--- config.mk ---
export PLATFORM = sky130hd
export DESIGN_NAME = video_timing_gen
export DESIGN_NICKNAME = d
export VERILOG_FILES = /design/src/rtl/video_timing_pkg.sv /design/src/rtl/video_timing_gen_px_divider.sv /design/src/rtl/video_timing_gen.sv
export SDC_FILE = /design/constraint.sdc
export NUM_CORES = 1
export LEC_CHECK = 0
export ABC_AREA = 1
export ABC_CLOCK_PERIOD_IN_PS = 1900
export CORE_UTILIZATION = 53
export DETAILED_ROUTE_END_ITERATION = 8
export GPL_TIMING_DRIVEN = 0
export PLACE_DENSITY = 0.76
export RECOVER_POWER = 100
export SYNTH_ARGS = -nofsm -noshare
export SYNTH_HDL_FRONTEND = slang
export SYNTH_HIERARCHICAL = 1
export SYNTH_SLANG_ARGS = --single-unit
--- constraint.sdc ---
create_clock -name clk -period 1.9 [get_ports clk]
set_input_delay 0.38 -clock clk [delete_from_list [all_inputs] [get_ports clk]]
set_output_delay 0.38 -clock clk [all_outputs]
set_load 0.02 [all_outputs]
--- src/rtl/video_timing_pkg.sv ---
// Shared types for the raster timing generator:
// video mode bundle, stock modes and FSM states.
package video_timing_pkg;

  typedef struct packed {
    logic [15:0] h_active;
    logic [15:0] h_fp;
    logic [15:0] h_sync;
    logic [15:0] h_bp;
    logic [15:0] v_active;
    logic [15:0] v_fp;
    logic [15:0] v_sync;
    logic [15:0] v_bp;
    logic        hs_pol;
    logic        vs_pol;
  } video_mode_t;

  localparam video_mode_t MODE_640x480 = '{
    h_active: 16'd640, h_fp: 16'd16,
    h_sync:   16'd96,  h_bp: 16'd48,
    v_active: 16'd480, v_fp: 16'd10,
    v_sync:   16'd2,   v_bp: 16'd33,
    hs_pol:   1'b0,    vs_pol: 1'b0
  };

  localparam video_mode_t MODE_800x600 = '{
    h_active: 16'd800, h_fp: 16'd40,
    h_sync:   16'd128, h_bp: 16'd88,
    v_active: 16'd600, v_fp: 16'd1,
    v_sync:   16'd4,   v_bp: 16'd23,
    hs_pol:   1'b1,    vs_pol: 1'b1
  };

  typedef enum logic [1:0] {
    IDLE  = 2'd0,
    RUN   = 2'd1,
    DRAIN = 2'd2
  } vt_state_e;

endpackage

--- src/rtl/video_timing_gen_px_divider.sv ---
// Pixel-rate divider: div_cnt counts 0..CLK_DIV-1 while run is high.
// Ports: clk, reset (sync, active-low), run, pix_tick (registered).
module px_divider #(
  parameter int CLK_DIV = 4
) (
  input  logic clk,
  input  logic reset,
  input  logic run,
  output logic pix_tick
);
  import video_timing_pkg::*;

  localparam int DW = (CLK_DIV > 1) ? $clog2(CLK_DIV) : 1;
  localparam logic [DW-1:0] LAST = DW'(CLK_DIV - 1);

  logic [DW-1:0] div_cnt_q, div_cnt_d;
  logic          run_q;
  logic          pix_tick_q, pix_tick_d;

  // run is the next-cycle run state, so a fresh start
  // (run high, run_q low) restarts the count at 0.
  always_comb begin
    div_cnt_d = '0;
    if (run && run_q && div_cnt_q != LAST)
      div_cnt_d = div_cnt_q + 1'b1;
    pix_tick_d = run && (div_cnt_d == LAST);
  end

  always_ff @(posedge clk) begin
    if (!reset) begin
      div_cnt_q  <= '0;
      run_q      <= 1'b0;
      pix_tick_q <= 1'b0;
    end else begin
      div_cnt_q  <= div_cnt_d;
      run_q      <= run;
      pix_tick_q <= pix_tick_d;
    end
  end

  assign pix_tick = pix_tick_q;

endmodule

--- src/rtl/video_timing_gen.sv ---
// Raster timing generator with frame-aligned run/stop control.
// Ports: clk, reset (sync, active-low), enable -> x, y, syncs, strobes.
module video_timing_gen #(
  parameter int   H_ACTIVE = 640,
  parameter int   H_FP     = 16,
  parameter int   H_SYNC   = 96,
  parameter int   H_BP     = 48,
  parameter int   V_ACTIVE = 480,
  parameter int   V_FP     = 10,
  parameter int   V_SYNC   = 2,
  parameter int   V_BP     = 33,
  parameter logic HS_POL   = 1'b0,
  parameter logic VS_POL   = 1'b0,
  parameter int   CLK_DIV  = 4
) (
  input  logic clk,
  input  logic reset,
  input  logic enable,
  output logic [$clog2(H_ACTIVE+H_FP+H_SYNC+H_BP)-1:0] x,
  output logic [$clog2(V_ACTIVE+V_FP+V_SYNC+V_BP)-1:0] y,
  output logic hsync,
  output logic vsync,
  output logic video_on,
  output logic pix_tick,
  output logic line_start,
  output logic frame_start,
  output logic running
);
  import video_timing_pkg::*;

  localparam int H_TOTAL = H_ACTIVE + H_FP + H_SYNC + H_BP;
  localparam int V_TOTAL = V_ACTIVE + V_FP + V_SYNC + V_BP;
  localparam int XW = $clog2(H_TOTAL);
  localparam int YW = $clog2(V_TOTAL);

  localparam logic [XW-1:0] X_LAST = XW'(H_TOTAL - 1);
  localparam logic [YW-1:0] Y_LAST = YW'(V_TOTAL - 1);
  localparam logic [XW-1:0] X_ACT  = XW'(H_ACTIVE);
  localparam logic [YW-1:0] Y_ACT  = YW'(V_ACTIVE);
  localparam logic [XW-1:0] HS_B   = XW'(H_ACTIVE + H_FP);
  localparam logic [XW-1:0] HS_E   = XW'(H_ACTIVE + H_FP + H_SYNC);
  localparam logic [YW-1:0] VS_B   = YW'(V_ACTIVE + V_FP);
  localparam logic [YW-1:0] VS_E   = YW'(V_ACTIVE + V_FP + V_SYNC);

  if (H_ACTIVE < 1 || H_FP < 1 || H_SYNC < 1 || H_BP < 1 ||
      V_ACTIVE < 1 || V_FP < 1 || V_SYNC < 1 || V_BP < 1 ||
      CLK_DIV < 1) begin : g_bad_param
    $error("video_timing_gen: widths and CLK_DIV must be >= 1");
  end

  vt_state_e     state_q, state_d;
  logic [XW-1:0] x_q, x_d;
  logic [YW-1:0] y_q, y_d;
  logic          hsync_q, hsync_d;
  logic          vsync_q, vsync_d;
  logic          video_on_q, video_on_d;
  logic          line_start_q, line_start_d;
  logic          frame_start_q, frame_start_d;
  logic          running_q, running_d;
  logic          tick;
  logic          run;
  logic          start;
  logic          wrap_x, wrap_f;

  px_divider #(
    .CLK_DIV (CLK_DIV)
  ) u_div (
    .clk      (clk),
    .reset    (reset),
    .run      (run),
    .pix_tick (tick)
  );

  // tick is high during the cycle whose closing edge
  // advances the counters.
  always_comb begin
    wrap_x = tick && (x_q == X_LAST);
    wrap_f = wrap_x && (y_q == Y_LAST);

    state_d = state_q;
    unique case (state_q)
      IDLE:    if (enable) state_d = RUN;
      RUN:     if (!enable) state_d = DRAIN;
      DRAIN: begin
        if (enable)      state_d = RUN;
        else if (wrap_f) state_d = IDLE;
      end
      default: state_d = IDLE;
    endcase

    run   = (state_d != IDLE);
    start = run && (state_q == IDLE);

    x_d = x_q;
    y_d = y_q;
    if (!run) begin
      x_d = '0;
      y_d = '0;
    end else if (tick) begin
      x_d = wrap_x ? '0 : x_q + 1'b1;
      if (wrap_x)
        y_d = wrap_f ? '0 : y_q + 1'b1;
    end

    line_start_d  = start || (run && wrap_x);
    frame_start_d = start || (run && wrap_f);
    running_d     = run;

    hsync_d = (run && x_d >= HS_B && x_d < HS_E) ?
              HS_POL : ~HS_POL;
    vsync_d = (run && y_d >= VS_B && y_d < VS_E) ?
              VS_POL : ~VS_POL;
    video_on_d = run && (x_d < X_ACT) && (y_d < Y_ACT);
  end

  always_ff @(posedge clk) begin
    if (!reset) begin
      state_q       <= IDLE;
      x_q           <= '0;
      y_q           <= '0;
      hsync_q       <= ~HS_POL;
      vsync_q       <= ~VS_POL;
      video_on_q    <= 1'b0;
      line_start_q  <= 1'b0;
      frame_start_q <= 1'b0;
      running_q     <= 1'b0;
    end else begin
      state_q       <= state_d;
      x_q           <= x_d;
      y_q           <= y_d;
      hsync_q       <= hsync_d;
      vsync_q       <= vsync_d;
      video_on_q    <= video_on_d;
      line_start_q  <= line_start_d;
      frame_start_q <= frame_start_d;
      running_q     <= running_d;
    end
  end

  assign x           = x_q;
  assign y           = y_q;
  assign hsync       = hsync_q;
  assign vsync       = vsync_q;
  assign video_on    = video_on_q;
  assign pix_tick    = tick;
  assign line_start  = line_start_q;
  assign frame_start = frame_start_q;
  assign running     = running_q;

endmodule
# ---- Yosys cells after proc, flatten, opt, wreduce, memory -nomap -nowiden
# Cells that the tools add are included.
dict set report totals {
  regBits 31
  in_bits 3
  out_inout_bits 27
  wordCells 59
}
dict set report classes {
  add_sub_neg 3
  order_cmp 6
  eq_ne 6
  mux 15
  n_reduce_logical 18
}
# operator n
set op_table {}
lappend op_table {{10-bit 2-to-1 mux} 7}
lappend op_table {{10-bit by 1-bit adder with 10-bit output (second input constant)} 2}
lappend op_table {{10-bit equality test (second input constant)} 2}
lappend op_table {{10-bit < comparator (second input constant)} 2}
lappend op_table {{10-bit by 9-bit < comparator with 1-bit output (second input constant)} 2}
lappend op_table {{1-bit logical AND} 14}
lappend op_table {{10-bit greater-or-equal comparator (second input constant)} 1}
lappend op_table {{10-bit by 9-bit greater-or-equal comparator with 1-bit output (second input constant)} 1}
lappend op_table {{2-bit 2-to-1 mux} 5}
lappend op_table {{2-bit case mux with 3 select lines} 1}
lappend op_table {{2-bit equality test (second input constant)} 2}
lappend op_table {{2-bit by 1-bit adder with 2-bit output (second input constant)} 1}
lappend op_table {{2-bit by 1-bit equality test with 1-bit output (second input constant)} 1}
lappend op_table {{2-bit logical NOT} 1}
lappend op_table {{1-bit logical OR} 2}
lappend op_table {{1-bit 2-to-1 mux} 2}
lappend op_table {{2-bit inequality test (second input constant)} 1}
lappend op_table {{2-bit nonzero test} 1}

# ---- Longest topological paths before layout
dict set report logic_depth {
  depth_word 12
  mapped_depth 14
  mapped_depth_nobuf 14
}

# ---- Cells and area by module
# The synthesis kept the hierarchy.
# mod n_inst cells_each area_each_um2 seq_area_each_um2
set by_module_without_submodules {}
lappend by_module_without_submodules {video_timing_gen 1 266 1744.2 560.5}
lappend by_module_without_submodules {px_divider 1 17 140.1 80.1}

# ---- Worst setup path after synthesis
# OpenSTA, ideal clock, no wires.
dict set report synth_timing {
  path_type {reg2reg}
  from {reg x_q[0] (netlist: x[0])}
  to {reg vsync_q (netlist: vsync)}
  setup_time_ns 0.121
  arrival_ns 1.673
  slack_ns 0.106
  path_stages_with_launch 11
  n_path_buf 1
  period_less_slack_ns 1.794
  path_cell_list {dfxtp_1 ha_1 nand2_2 nor2_4 nand4_2 buf_6 o21bai_1 nand2_1 nand3_1 nor2_1 nand3_1}
}
dict set report synth_between {
  elab_chain_len 12
  word_cells_on_any_way 16
}
# element line
set synth_lines {}
lappend synth_lines {{start, declared} video_timing_gen.sv:52} ;# logic [XW-1:0] x_q, x_d;
lappend synth_lines {{start signal, assigned} video_timing_gen.sv:119} ;# x_q <= '0;
lappend synth_lines {{start signal, assigned} video_timing_gen.sv:129} ;# x_q <= x_d;
lappend synth_lines {{10-bit equality test *} video_timing_gen.sv:77} ;# wrap_x = tick && (x_q == X_LAST);
lappend synth_lines {{1-bit logical AND *} video_timing_gen.sv:77}
lappend synth_lines {{1-bit logical AND} video_timing_gen.sv:78} ;# wrap_f = wrap_x && (y_q == Y_LAST);
lappend synth_lines {{2-bit 2-to-1 mux} video_timing_gen.sv:86} ;# else if (wrap_f) state_d = IDLE;
lappend synth_lines {{2-bit 2-to-1 mux} video_timing_gen.sv:85} ;# if (enable) state_d = RUN;
lappend synth_lines {{2-bit case mux with 3 select lines} video_timing_gen.sv:81} ;# unique case (state_q)
lappend synth_lines {{2-bit nonzero test} video_timing_gen.sv:91} ;# run = (state_d != IDLE);
lappend synth_lines {{10-bit 2-to-1 mux} video_timing_gen.sv:96} ;# if (!run) begin
lappend synth_lines {{10-bit by 9-bit greater-or-equal comparator with 1-bit output} video_timing_gen.sv:111} ;# vsync_d = (run && y_d >= VS_B && y_d < VS_E) ?
lappend synth_lines {{1-bit logical AND} video_timing_gen.sv:111}
lappend synth_lines {{1-bit logical AND *} video_timing_gen.sv:111}
lappend synth_lines {{1-bit 2-to-1 mux *} video_timing_gen.sv:111}
lappend synth_lines {{end signal, assigned} video_timing_gen.sv:122} ;# vsync_q <= ~VS_POL;
lappend synth_lines {{end signal, assigned} video_timing_gen.sv:132} ;# vsync_q <= vsync_d;
lappend synth_lines {{end, declared} video_timing_gen.sv:55} ;# logic vsync_q, vsync_d;
# Every way passes the cells marked *; elsewhere a longest branch is shown, timed or not.
# A chain may end at the register's enable or synchronous reset.

# ---- Worst setup path after layout
dict set report layout_timing {
  from {reg y_q[5] (netlist: y[5])}
  to {out y[5]}
}
# element line
set layout_rtl {}
lappend layout_rtl {{start, declared} video_timing_gen.sv:53} ;# logic [YW-1:0] y_q, y_d;
lappend layout_rtl {{start signal, assigned} video_timing_gen.sv:130} ;# y_q <= y_d;
lappend layout_rtl {{end, declared} video_timing_gen.sv:20} ;# output logic [$clog2(V_ACTIVE+V_FP+V_SYNC+V_BP)-1:0] y,
# No word-level cell between the ends.

==> flow_summary_export.csv <==
group,metric,value,unit
drt,vias,1927,
floorplanning,dieWidth,61.6,µm
logic_synthesis,synth_mux_area_share,0,%
sta,fin_skew,0.0106,ns
setup_path,path_delay_family,"buffers and inverters",
cts,cts_tree,"done",
global_routing,grt_pass1_vias,1670,
logic_synthesis,syn-cell-area,1880,µm²
logic_synthesis,synth_edf_count,0,
setup_path,path_cells,"clkdlybuf4s50_1",
min_path,holdPathStages,2,
logic_synthesis,synthAdderAreaFrac,2.66,%
cts,htree_levels,2,
sta,tightest_slew,0.515,ns
final_layout,antenna_cells,0,
final_layout,drive_gt1_share,18.8,%
final_layout,final_cell_mix,"nand2_1, nor2_1, inv_1, nand3_1, dfxtp_1",
placement,placement.cell_area,2230,µm²
setup_path,crit_path_end_kind,"output port",
cts,numClockSinks,32,
logic_synthesis,synth_top_family_by_area,"simple AND/OR/NAND/NOR gates",
logic_synthesis,syn_inst,283,
setup_path,worstReg2RegEnd,"vsync",
power_and_ir_drop,p_per_area,564,nW/µm²
status,status,"completed",
logic_synthesis,avgSynthCellArea,6.66,µm²
setup_path,reg2reg_from,"x[0]",
min_path,min_from,"x[1]",
setup_path,crit_buf_inv,1,
sta,setup_viol,0,
logic_synthesis,synthXorXnorAreaFrac,1.86,%
setup_path,arrival,1.48,ns
floorplanning,rows,21,
logic_synthesis,synth_flop_cell,"dfxtp_1",
drt,drt_iter0_markers,127,
setup_path,startpoint_type,"register",
setup_path,max_stage_delay,0.66,ns
cts,clockRootBuffer,"clkbuf_4",
placement,dp.cells,358,
final_layout,final_common_cell,"nand2_1",
sta,max_freq,537,MHz
drt,first_pass_iters,4,
drt,ant_nets,0,
global_routing,overflow,0,
sta,whs,0.499,ns
global_routing,grt_max_degree,13,
drt,drc_errors,0,
setup_path,slowest_stage,"clkdlybuf4s50_1",
setup_path,critPathKind,"register to output port",
logic_synthesis,synth-async-reset-ratio,0,%
logic_synthesis,synth_cell_types,33,
min_path,hold_end,"x[1]",
global_routing,antenna_found_initial,0,
cts,clkTransAtPathRegs,0.10,ns
placement,gp_congestion,0.924,
setup_path,r2r_setup_slack,0.10,ns
global_routing,grt_usage,26.8,%
sta,finalMaxSlewViolations,0,
setup_path,worst_ep_required_time,1.52,ns
final_layout,layout.nets,336,
floorplanning,die_h,61.6,µm
sta,period_minus_slack,1.86,ns
cts,clock_tree.buffer_depth,2,
floorplanning,core_region_area,3360,µm²
final_layout,layout.cells.non_filler,376,
floorplanning,die-area,3800,µm²
cts,clk_latency,0.35,ns
placement,dpl.hpwl,3.40,mm
final_layout,n_fill_cell,308,
global_routing,grt_first_pass_wirelength,7.29,mm
logic_synthesis,ys_seq_elements,32,
logic_synthesis,ys_seq_area_share,34.0,%
logic_synthesis,yosys_warnings,6,
power_and_ir_drop,leakage,1.10,nW
cts,cts_hold_buf,0,
setup_path,cp_max_fo,6,
power_and_ir_drop,ir_worst_vdd,0.000377,V
flow_run,max_cap_viol_count,0,
logic_synthesis,synth-compound-area-share,5.11,%
sta,slew_headroom,65.6,%
drt,routedWlPerCell,12.7,µm
floorplanning,io_pins,30,
drt,via_per_inst,5.13,
cts,cts_made_buffers,5,
floorplanning,start_util,56.0,%
min_path,hold_class,"register to register",
logic_synthesis,yosys.area_share.simple,45.2,%
sta,period_share,98.0,%
sta,hold_viol,0,
logic_synthesis,syn_nets,290,
setup_path,r2r_cells,10,
placement,io_buffers,29,
drt,wl,4.77,mm
final_layout,fin_area,2450,µm²
final_layout,areaGrowthSynthToFinish,30.0,%
state kept, by name (all words and copies together) (netlist names):
register	cells
y	10
x	10
hsync	1
u_div/run_q	1
frame_start	1
video_on	1
u_div/pix_tick	1
vsync	1
line_start	1
u_div/div_cnt_q	2
running	1
state_q	2
worst register-to-register path, delay by kind of cell (launching register included):
family,cells,cell delay [ns]
adder cells (fa/ha/maj),1,0.23
AND/OR/NAND/NOR,7,0.74
buffers and inverters,1,0.17
AO/OA/AOI/OAI,1,0.17
flip-flops,1,0.38
Yosys cell counts (2+ instances only):
cell type  number  share of area, %
nand2_1        64                13
nor2_1         47               9.4
inv_1          39               7.8
dfxtp_1        32                34
nand3_1        25               6.6
nand4_1        10               3.3
nor3_1          7               1.9
o21ai_0         7               1.9
a21oi_1         6               1.6
inv_2           5               1.0
nand2_2         5               1.7
ha_1            4               2.7
buf_6           3               1.8
nor2_2          3               1.0
nor2_4          3               1.8
nor3b_1         3               1.2
nand3_2         2               1.1
xnor2_1         2              0.93
xor2_1          2              0.93
area by class of cell:
| type | count | area [µm²] | share of cell area, % |
|---|---|---|---|
| Multi-Input combinational cell | 202 | 1060 | 43.1 |
| Sequential cell | 32 | 654 | 26.7 |
| Timing Repair Buffer | 39 | 370 | 15.1 |
| Inverter | 44 | 168 | 6.84 |
| Clock buffer | 7 | 65.1 | 2.66 |
| Tap cell | 46 | 57.6 | 2.35 |
| Buffer | 5 | 48.8 | 1.99 |
| Clock inverter | 1 | 30.0 | 1.23 |
metal layers:
metal | wire, µm | GRT usage (%) | vias to the layer above
met3 | 339 | 5.46 | 7
li1 | - | - | 995
met1 | 2140 | 35.4 | 856
met4 | 63 | 10.5 | 0
met2 | 2220 | 42.9 | 69
met5 | 0 | 0 | -
logic make-up after synthesis:
| family | count (synthesis) |
|---|---|
| xor+xnor | 4 |
| fa+ha+maj | 4 |
| simple gates | 177 |
| flops | 32 |
| buf+inv | 49 |
| compound gates | 17 |
worst max path at each step:
| stage | from | endpoint | slack (ns) | cells past startpoint |
|---|---|---|---|---|
| floorplan | x[0] | vsync | 0.11 | 10 |
| global placement | enable | vsync | -0.008 | 8 |
| detailed placement | y[0] | vsync | -0.02 | 13 |
| CTS | x[0] | vsync | 0.02 | 10 |
| global route | x[0] | vsync | -0.02 | 10 |
| finish | y[5] | y[5] | 0.04 | 1 |
what timing repair did:
action | CTS | global route
pin swaps | 0 | 6
buffers inserted | 0 | 9
endpoints found under the setup margin | 6 | 13
cloned | 0 | 1
gates resized for setup | 4 | 20
power breakdown:
group | total (W) | switching (W) | internal [W]
Sequential | 0.000683 | 0.00000342 | 0.000679
Clock | 0.000601 | 0.000251 | 0.000349
Combinational | 0.0000983 | 0.0000525 | 0.0000458
Total | 0.00138 | 0.000307 | 0.00107
through the flow:
stage          TNS (ns)  util [%]  worst slack, ns  total power (W)
3_5_place_dp    -0.0422      66.4          -0.0199         0.000780
4_1_cts               0      69.3           0.0152          0.00138
2_1_floorplan         0         -            0.106         0.000749
3_3_place_gp   -0.00839      66.4         -0.00839         0.000779
5_1_grt         -0.0168      72.8          -0.0168          0.00143
6_report              0      72.8           0.0377          0.00138
Power figures use the tool's default switching activity.
